<file path="config.mk">
export PLATFORM = sky130hd
export DESIGN_NAME = pipelined_addsub
export DESIGN_NICKNAME = d
export VERILOG_FILES = /design/src/rtl/pipelined_addsub_pkg.sv /design/src/rtl/addsub_slice.sv /design/src/rtl/pipelined_addsub.sv
export SDC_FILE = /design/constraint.sdc
export NUM_CORES = 1
export LEC_CHECK = 0
export ABC_AREA = 1
export BUFFER_PORTS_ARGS = -buffer_cell sky130_fd_sc_hd__clkbuf_2
export CORE_ASPECT_RATIO = 0.5
export CORE_MARGIN = 2
export CORE_UTILIZATION = 53
export DETAILED_ROUTE_END_ITERATION = 7
export PLACE_DENSITY_LB_ADDON = 0.12
export SYNTH_ARGS = -nofsm -noshare
export SYNTH_HDL_FRONTEND = slang
export SYNTH_SLANG_ARGS = --single-unit
export TNS_END_PERCENT = 100
</file>
<file path="constraint.sdc">
create_clock -name clk -period 1.86 [get_ports clk]
set_clock_uncertainty 0.1 [all_clocks]
set_input_delay 0.186 -clock clk [delete_from_list [all_inputs] [get_ports clk]]
set_output_delay 0.186 -clock clk [all_outputs]
set_load 0.01 [all_outputs]
</file>
<file path="src/rtl/pipelined_addsub_pkg.sv">
// pipelined_addsub_pkg: shared defaults, saturation constants and stage payload for pipelined_addsub
package pipelined_addsub_pkg;
  localparam int DEF_WIDTH = 32;
  localparam int DEF_STAGES = 4;
  typedef struct packed {
    logic valid;
    logic sub;
    logic sat;
    logic amsb;
    logic bmsb;
  } stage_t;
  function automatic logic [63:0] sat_max(input int width);
    return (64'd1 << (width - 1)) - 64'd1;
  endfunction
  function automatic logic [63:0] sat_min(input int width);
    return 64'd1 << (width - 1);
  endfunction
endpackage

</file>
<file path="src/rtl/addsub_slice.sv">
// addsub_slice: SW-bit adder slice with registered sum and carry, hold enable
module addsub_slice
  import pipelined_addsub_pkg::*;
#(
  parameter int SW = 8
) (
  input  logic          clk,
  input  logic          rst_n,
  input  logic          en,
  input  logic [SW-1:0] a,
  input  logic [SW-1:0] b,
  input  logic          ci,
  output logic [SW-1:0] s,
  output logic          co
);
  always_ff @(posedge clk or negedge rst_n)
    if (!rst_n) {co, s} <= '0;
    else if (en) {co, s} <= {1'b0, a} + {1'b0, b} + (SW + 1)'(ci);
endmodule

</file>
<file path="src/rtl/pipelined_addsub.sv">
// pipelined_addsub: sliced, pipelined add/subtract with optional signed saturation and valid/ready flow
module pipelined_addsub
  import pipelined_addsub_pkg::*;
#(
  parameter int WIDTH = DEF_WIDTH,
  parameter int STAGES = DEF_STAGES,
  parameter int SAT_EN = 1
) (
  input  logic             clk,
  input  logic             rst_n,
  input  logic             in_valid,
  output logic             in_ready,
  input  logic [WIDTH-1:0] a,
  input  logic [WIDTH-1:0] b,
  input  logic             cin,
  input  logic             sub,
  input  logic             sat,
  output logic             out_valid,
  input  logic             out_ready,
  output logic [WIDTH-1:0] sum,
  output logic             cout,
  output logic             overflow
);
  localparam int SW = WIDTH / STAGES;
  localparam logic [WIDTH-1:0] SMAX = WIDTH'(sat_max(WIDTH));
  localparam logic [WIDTH-1:0] SMIN = WIDTH'(sat_min(WIDTH));
  logic adv;
  logic c0;
  logic [WIDTH-1:0] b_eff;
  logic [WIDTH-1:0] raw;
  stage_t pl [STAGES];
  stage_t p;
  assign adv = out_ready || !out_valid;
  assign in_ready = adv;
  assign b_eff = sub ? ~b : b;
  assign c0 = sub ? ~cin : cin;
  always_ff @(posedge clk or negedge rst_n)
    if (!rst_n) begin
      for (int k = 0; k < STAGES; k++) pl[k] <= '0;
    end else if (adv) begin
      pl[0] <= '{valid: in_valid, sub: sub, sat: sat, amsb: a[WIDTH-1], bmsb: b_eff[WIDTH-1]};
      for (int k = 1; k < STAGES; k++) pl[k] <= pl[k-1];
    end
  // oa/ob hold the operand slices not yet consumed; acc grows by one finished slice per stage
  for (genvar k = 0; k < STAGES; k++) begin : g
    logic [WIDTH-k*SW-1:0] oa, ob;
    logic [(k+1)*SW-1:0] acc;
    logic [SW-1:0] s;
    logic ci, co;
    if (k == 0) begin : h
      assign oa = a;
      assign ob = b_eff;
      assign ci = c0;
      assign acc = s;
    end else begin : h
      logic [k*SW-1:0] lo;
      always_ff @(posedge clk or negedge rst_n)
        if (!rst_n) begin
          oa <= '0;
          ob <= '0;
          lo <= '0;
        end else if (adv) begin
          oa <= g[k-1].oa[WIDTH-(k-1)*SW-1:SW];
          ob <= g[k-1].ob[WIDTH-(k-1)*SW-1:SW];
          lo <= g[k-1].acc;
        end
      assign ci = g[k-1].co;
      assign acc = {s, lo};
    end
    addsub_slice #(.SW(SW)) u_slice (
      .clk  (clk),
      .rst_n(rst_n),
      .en   (adv),
      .a    (oa[SW-1:0]),
      .b    (ob[SW-1:0]),
      .ci   (ci),
      .s    (s),
      .co   (co)
    );
  end
  assign p = pl[STAGES-1];
  assign raw = g[STAGES-1].acc;
  assign out_valid = p.valid;
  assign cout = g[STAGES-1].co;
  assign overflow = (p.amsb == p.bmsb) && (raw[WIDTH-1] != p.amsb);
  assign sum = (SAT_EN != 0 && p.sat && overflow) ? (p.amsb ? SMIN : SMAX) : raw;
endmodule

</file>
==> results of run 1 <==
stage by stage:
step / power [mW] / instances / setup TNS, ps / utilization / hold WS, ps
floorplan: 12.4 / 1064 / -198 / - / -210
global route: 21.2 / 1479 / -12930 / 0.696 / 103
detailed placement: 14.6 / 1370 / -1740 / 0.600 / 91.3
global placement: 14.3 / 1370 / -1150 / 0.600 / 96.7
finish: 19.5 / 1479 / -9510 / 0.696 / 60.3
CTS: 19.1 / 1464 / -8170 / 0.682 / 112
per-layer routing:
layer	vias up	part of all wire	global-route usage
met5	-	0	0
met4	0	0.0071	0.0566
met3	13	0.043	0.0479
met2	122	0.47	0.363
met1	3468	0.48	0.323
li1	3686	-	-
report_power, final:
part | leakage (nW) | internal [mW] | switching (mW)
logic | 3.45 | 3.70 | 5.12
registers | 2.30 | 5.97 | 0.963
clock network | 0.300 | 2.14 | 1.64
total | 6.05 | 11.8 | 7.72
cells by family (layout without fill, tap and decap cells):
group	after synthesis	count (layout)	share of synthesized area
and+or+nand+nor	480	480	0.210
DFF	190	190	0.522
AOI/OAI and AO/OA	164	164	0.103
buffers and inverters	161	349	0.0770
adders and majority gates	36	36	0.0561
xor gates and xnor gates	33	33	0.0317
layout by cell type, fill, tap and decap left out, types with 2 or more instances in the layout:
master,n
o21ai_0,103
buf_16,2
o21ai_2,24
o22ai_1,12
inv_6,5
dfrtp_1,190
xor2_1,8
fa_2,8
nand3_1,33
nand2_1,390
nand3_4,2
clkbuf_16,17
bufinv_16,3
buf_4,30
a21oi_2,3
dlygate4sd3_1,51
nand2_4,2
xnor2_1,24
clkinv_2,3
clkinv_4,3
buf_6,5
a21oi_1,17
a211oi_1,4
buf_12,8
clkinvlp_4,2
or2_2,4
nor2_1,16
inv_1,108
buf_2,23
clkbuf_2,81
nand3b_1,4
nand2_2,17
ha_1,27
buf_8,3
nand3_2,9
flip-flops by register name (all words and copies together), names as in the netlist:
signal / cells
g.u_slice.s: 32
pl: 12
out_valid: 1
p: 3
g.ob: 45
g.u_slice.co: 4
g.h.lo: 48
g.oa: 45
worst max path at each step:
stage                           start                end  slack (ps)  cells past startpoint
finish              g[3].u_slice.s[7]            sum[30]        -350                      8
global route        g[3].u_slice.s[7]            sum[29]        -440                      8
CTS                              p[1]            sum[16]        -340                     10
detailed placement                sub    g[0].u_slice.co        -230                     10
global placement                  sub  g[0].u_slice.s[6]        -190                     11
floorplan                         sub  g[0].u_slice.s[6]         -80                     11
layout make-up:
class	count	area [µm²]	area share
Tap cell	227	284	0.0246
Timing Repair Buffer	205	1620	0.140
Clock buffer	17	425	0.0368
Inverter	111	433	0.0375
Sequential cell	190	4750	0.411
Timing Repair inverter	1	8.76	0.000758
Clock inverter	15	185	0.0160
Multi-Input combinational cell	713	3850	0.333
critical path: cells and delay by family, from the launching register on:
family | cells | cell delay, ps
flip-flops | 1 | 420
buffers and inverters | 3 | 460
AO/OA/AOI/OAI | 1 | 190
AND/OR/NAND/NOR | 4 | 440
repair_timing:
action                                  in CTS  in global routing
endpoints found under the hold margin       98                  0
resized for setup                           30                 54
endpoints found under the setup margin      42                 42
hold buffers                                51                  0
gates cloned                                 2                  1
pin swaps                                   10                 25
setup buffers                                9                 14
==> qor.yml, run 1 <==
synth_top_area_cell: "dfrtp_1"
finalMaxSlewViolations: 0
synth_area_leaders: "dfrtp_1 52%, nand2_1 17%, o21ai_0 5.7%"
synth_area_um2: 9100
r2r_start: "g[0].u_slice.co"
end_kind: "primary output"
cp_cell_sequence: "o21ai_2 > nand2_4 > nor2_8 > buf_6 > clkinvlp_4 > nand2_2 > nand2_1 > clkbuf_2"
drtIter0Drc: 452
grt_first_pass_wirelength_um: 33700
die-area_um2: 18300
synth-main-ff-cell: "dfrtp_1"
min_from: "out_ready"
worst_slew_pin_slew_ps: 480
grt_pass1_vias: 7119
fillCellCount: 1368
critPathSlowestCell: "dfrtp_1"
ys_async_sr_fraction: 1.00
pre_cts_slack_ps: -234
r2r_slack_ps: -70
netlist-cell-type-count: 26
violations: "setup timing"
cts_root_buf: "clkbuf_16"
antenna_found_initial: 0
status: "complete, but fails checks"
numCtsBuffers: 17
placed_area_um2: 9950
cap_violations: 0
io_buffers: 106
core_um2: 16600
stdcell_area_um2: 11600
ys_seq_elements: 190
cts_buffer_depth: 2
timing.fmax_ghz: 0.452
syn-mean-instance-area_um2: 8.56
vdd_ir_drop_max_mv: 0.816
hpwl_um: 12600
hold_class: "in2reg"
synth.top_cells.by_count: "408 x nand2_1, 190 x dfrtp_1, 109 x inv_1"
start_util: 0.549
slew_headroom: 0.680
drive_gt1_frac: 0.212
drt-total-wl_um: 20100
final-setup-viol-count: 39
crit_arrival_ps: 1920
synthCells: 1064
pwr_density_cell_nw_per_um2: 1690
drtPass1Iterations: 5
htree_levels: 4
synth_fp_nets: 1171
track_usage: 0.228
start_kind: "flip-flop"
wl_per_cell_um: 13.6
grt_overflow: 0
num_rows: 33
hold_end: "g[3].u_slice.s[7]"
power.leakage_nw: 6.05
cts_tree: "built"
die_y_um: 96.7
grt_max_degree: 104
clk_latency_ps: 430
min_path_cells: 5
r2r_end: "g[1].u_slice.s[4]"
fin_crit_ps: 2210
r2r_cells: 8
die_w_um: 189
crit_path_max_fanout: 8
layout.nets: 1346
drc: 0
cts.reportedPaths.clkPinSlew_ps: 60
yosys.cell_count.top_type: "nand2_1"
path_class: "reg2out"
cts_sinks: 190
required_ps: 1570
finalHoldViolCount: 0
synth_top_area_share: 0.522
crit_path_max_incr_delay_ps: 420
post-route-period-util: 1.19
antennaDiodeCount: 0
ios: 107
via_count: 7289
viasPerCell: 4.93
ant_nets: 0
rsz0062_at_grt: "true"
timing.final.ws_setup_ps: -350
yosysWarnings: 0
place.gp.congestion: 0.850
area_growth_pct: 26.9
ys_seq_area_frac: 0.522
synth_edf_count: 0
Power figures use the tool's default switching activity.
==> run 2: changes to the inputs <==
--- a/config.mk
+++ b/config.mk
@@ -11,7 +11,7 @@
 export CORE_MARGIN = 2
 export CORE_UTILIZATION = 53
 export DETAILED_ROUTE_END_ITERATION = 7
-export PLACE_DENSITY_LB_ADDON = 0.12
+export PLACE_DENSITY = 0.76
 export SYNTH_ARGS = -nofsm -noshare
 export SYNTH_HDL_FRONTEND = slang
 export SYNTH_SLANG_ARGS = --single-unit
==> run 2 against run 1 <==
The run still ends with setup timing left. Die area stayed put. Sequential share of layout area is 0.11 points higher. Sequential cell count stayed put. Largest cell class unchanged.
==> qor.yml, run 2 (synthesis gave the netlist of run 1 again) <==
via_count: 7374
cts_buffer_depth: 2
track_usage: 0.235
viasPerCell: 5.01
die_w_um: 189
antenna_found_initial: 0
layout.nets: 1341
slew_headroom: 0.662
clk_latency_ps: 440
worst_slew_pin_slew_ps: 508
cts_root_buf: "clkbuf_16"
io_buffers: 106
cp_cell_sequence: "o21ai_2 > nand2_4 > nor2_8 > clkinvlp_4 > nand2_1 > nand2_1 > buf_2"
die-area_um2: 18300
path_class: "reg2out"
p_seq_frac: 0.350
pwr-share-comb: 0.463
cts_tree: "built"
drt-total-wl_um: 21000
hold_class: "in2reg"
grt_overflow: 0
internal_power_mw: 11.9
wl_per_cell_um: 14.3
end_kind: "primary output"
area_growth_pct: 26.6
mostFrequentLayoutCells: "390 x nand2_1, 190 x dfrtp_1, 108 x inv_1"
fin_crit_ps: 2220
vdd_ir_drop_max_mv: 0.882
p_total_mw: 19.9
finalMaxSlewViolations: 0
whs_ps: 17.6
crit_path_max_incr_delay_ps: 420
top_regs: "g.h.lo (48), g.oa (45), g.ob (45)"
timing.fmax_ghz: 0.451
num_rows: 33
htree_levels: 4
ios: 107
crit_path_max_fanout: 8
drive_gt1_frac: 0.214
rsz0062_at_grt: "true"
grt_pass1_vias: 7309
cts_sinks: 190
core_um2: 16600
clkPwrFrac: 0.188
post-route-period-util: 1.19
setup_tns_ps: -9660
final-setup-viol-count: 43
p_sw_frac: 0.403
critPathSlowestCell: "dfrtp_1"
required_ps: 1570
pwr_density_cell_nw_per_um2: 1720
start_util: 0.549
cap_violations: 0
power.leakage_nw: 6.01
start_kind: "flip-flop"
top_register: "g.h.lo"
drc: 0
largest_register_ffs: 48
net-switching-power_mw: 8.02
hpwl_um: 12900
die_y_um: 96.7
grt_max_degree: 130
violations: "setup timing"
grt_first_pass_wirelength_um: 34700
finalHoldViolCount: 0
cts.reportedPaths.clkPinSlew_ps: 70
numCtsBuffers: 17
place.gp.congestion: 0.835
status: "complete, but fails checks"
ant_nets: 0
drtIter0Drc: 528
path_common_cell: "nand2_1"
antennaDiodeCount: 0
final_common_cell: "nand2_1"
drtPass1Iterations: 5
timing.final.ws_setup_ps: -360
crit_arrival_ps: 1930
-- run 2: worst paths after layout --
check                                       start                 to  slack, ps  depth (start not counted)
worst max-delay path            g[3].u_slice.s[7]            sum[20]       -360                          7
worst min-delay path                        b[31]             pl[15]         20                          3
worst max register to register    g[1].u_slice.co  g[2].u_slice.s[6]       -150                          8
worst min register to register              pl[9]          out_valid        360                          2
max in group asynchronous                   rst_n         g[2].oa[0]        850                          3
min in group asynchronous                   rst_n        g[2].ob[10]        180                          2
-- run 2: final cells by class --
type	count	area [µm²]
clock buffer	17	425
clock inverter	13	169
fill	1238	5070
inverter	111	425
multi-input combinational	713	3890
sequential	190	4750
tap	227	284
timing repair buffer	201	1580
-- run 2: critical path, delay by kind of cell, from the launching register on --
family                 cells  cell delay (ps)
AND/OR/NAND/NOR            4              490
flip-flops                 1              420
buffers and inverters      2              390
AO/OA/AOI/OAI              1              190
-- run 2: per-layer routing --
layer  routed length [µm]  global-route usage  up-vias
met5                    0                   0        -
met4                  284              0.0704        0
met3                  780              0.0472       25
met2                10100               0.379      148
met1                 9870               0.324     3537
li1                     -                   -     3664
-- run 2: power by group through the flow --
stage | combinational, mW | clock [mW] | sequential [mW]
6_report | 9.20 | 3.73 | 6.95
5_1_grt | 10.4 | 3.96 | 7.14
4_1_cts | 8.40 | 3.77 | 6.92
3_5_place_dp | 7.68 | 0 | 6.97
3_3_place_gp | 7.42 | 0 | 6.90
2_1_floorplan | 5.65 | 0 | 6.72
-- run 2: metrics by stage --
step                      setup slack, ps  instances  instance area [µm²]   util
after floorplan                     -75.8       1064                 9160      -
after detailed placement             -179       1371                 9970  0.601
after global routing                 -409       1472                11500  0.694
after global placement               -135       1371                 9970  0.601
after CTS                            -322       1461                11300  0.678
final                                -360       1472                11500  0.694
-- run 2: repair_timing --
item,4_1_cts,5_1_grt
gates cloned,1,1
gates resized for setup,25,67
setup endpoints to repair,41,44
hold buffers,48,0
hold endpoints to repair,104,0
setup buffers,12,11
pin swaps,12,25
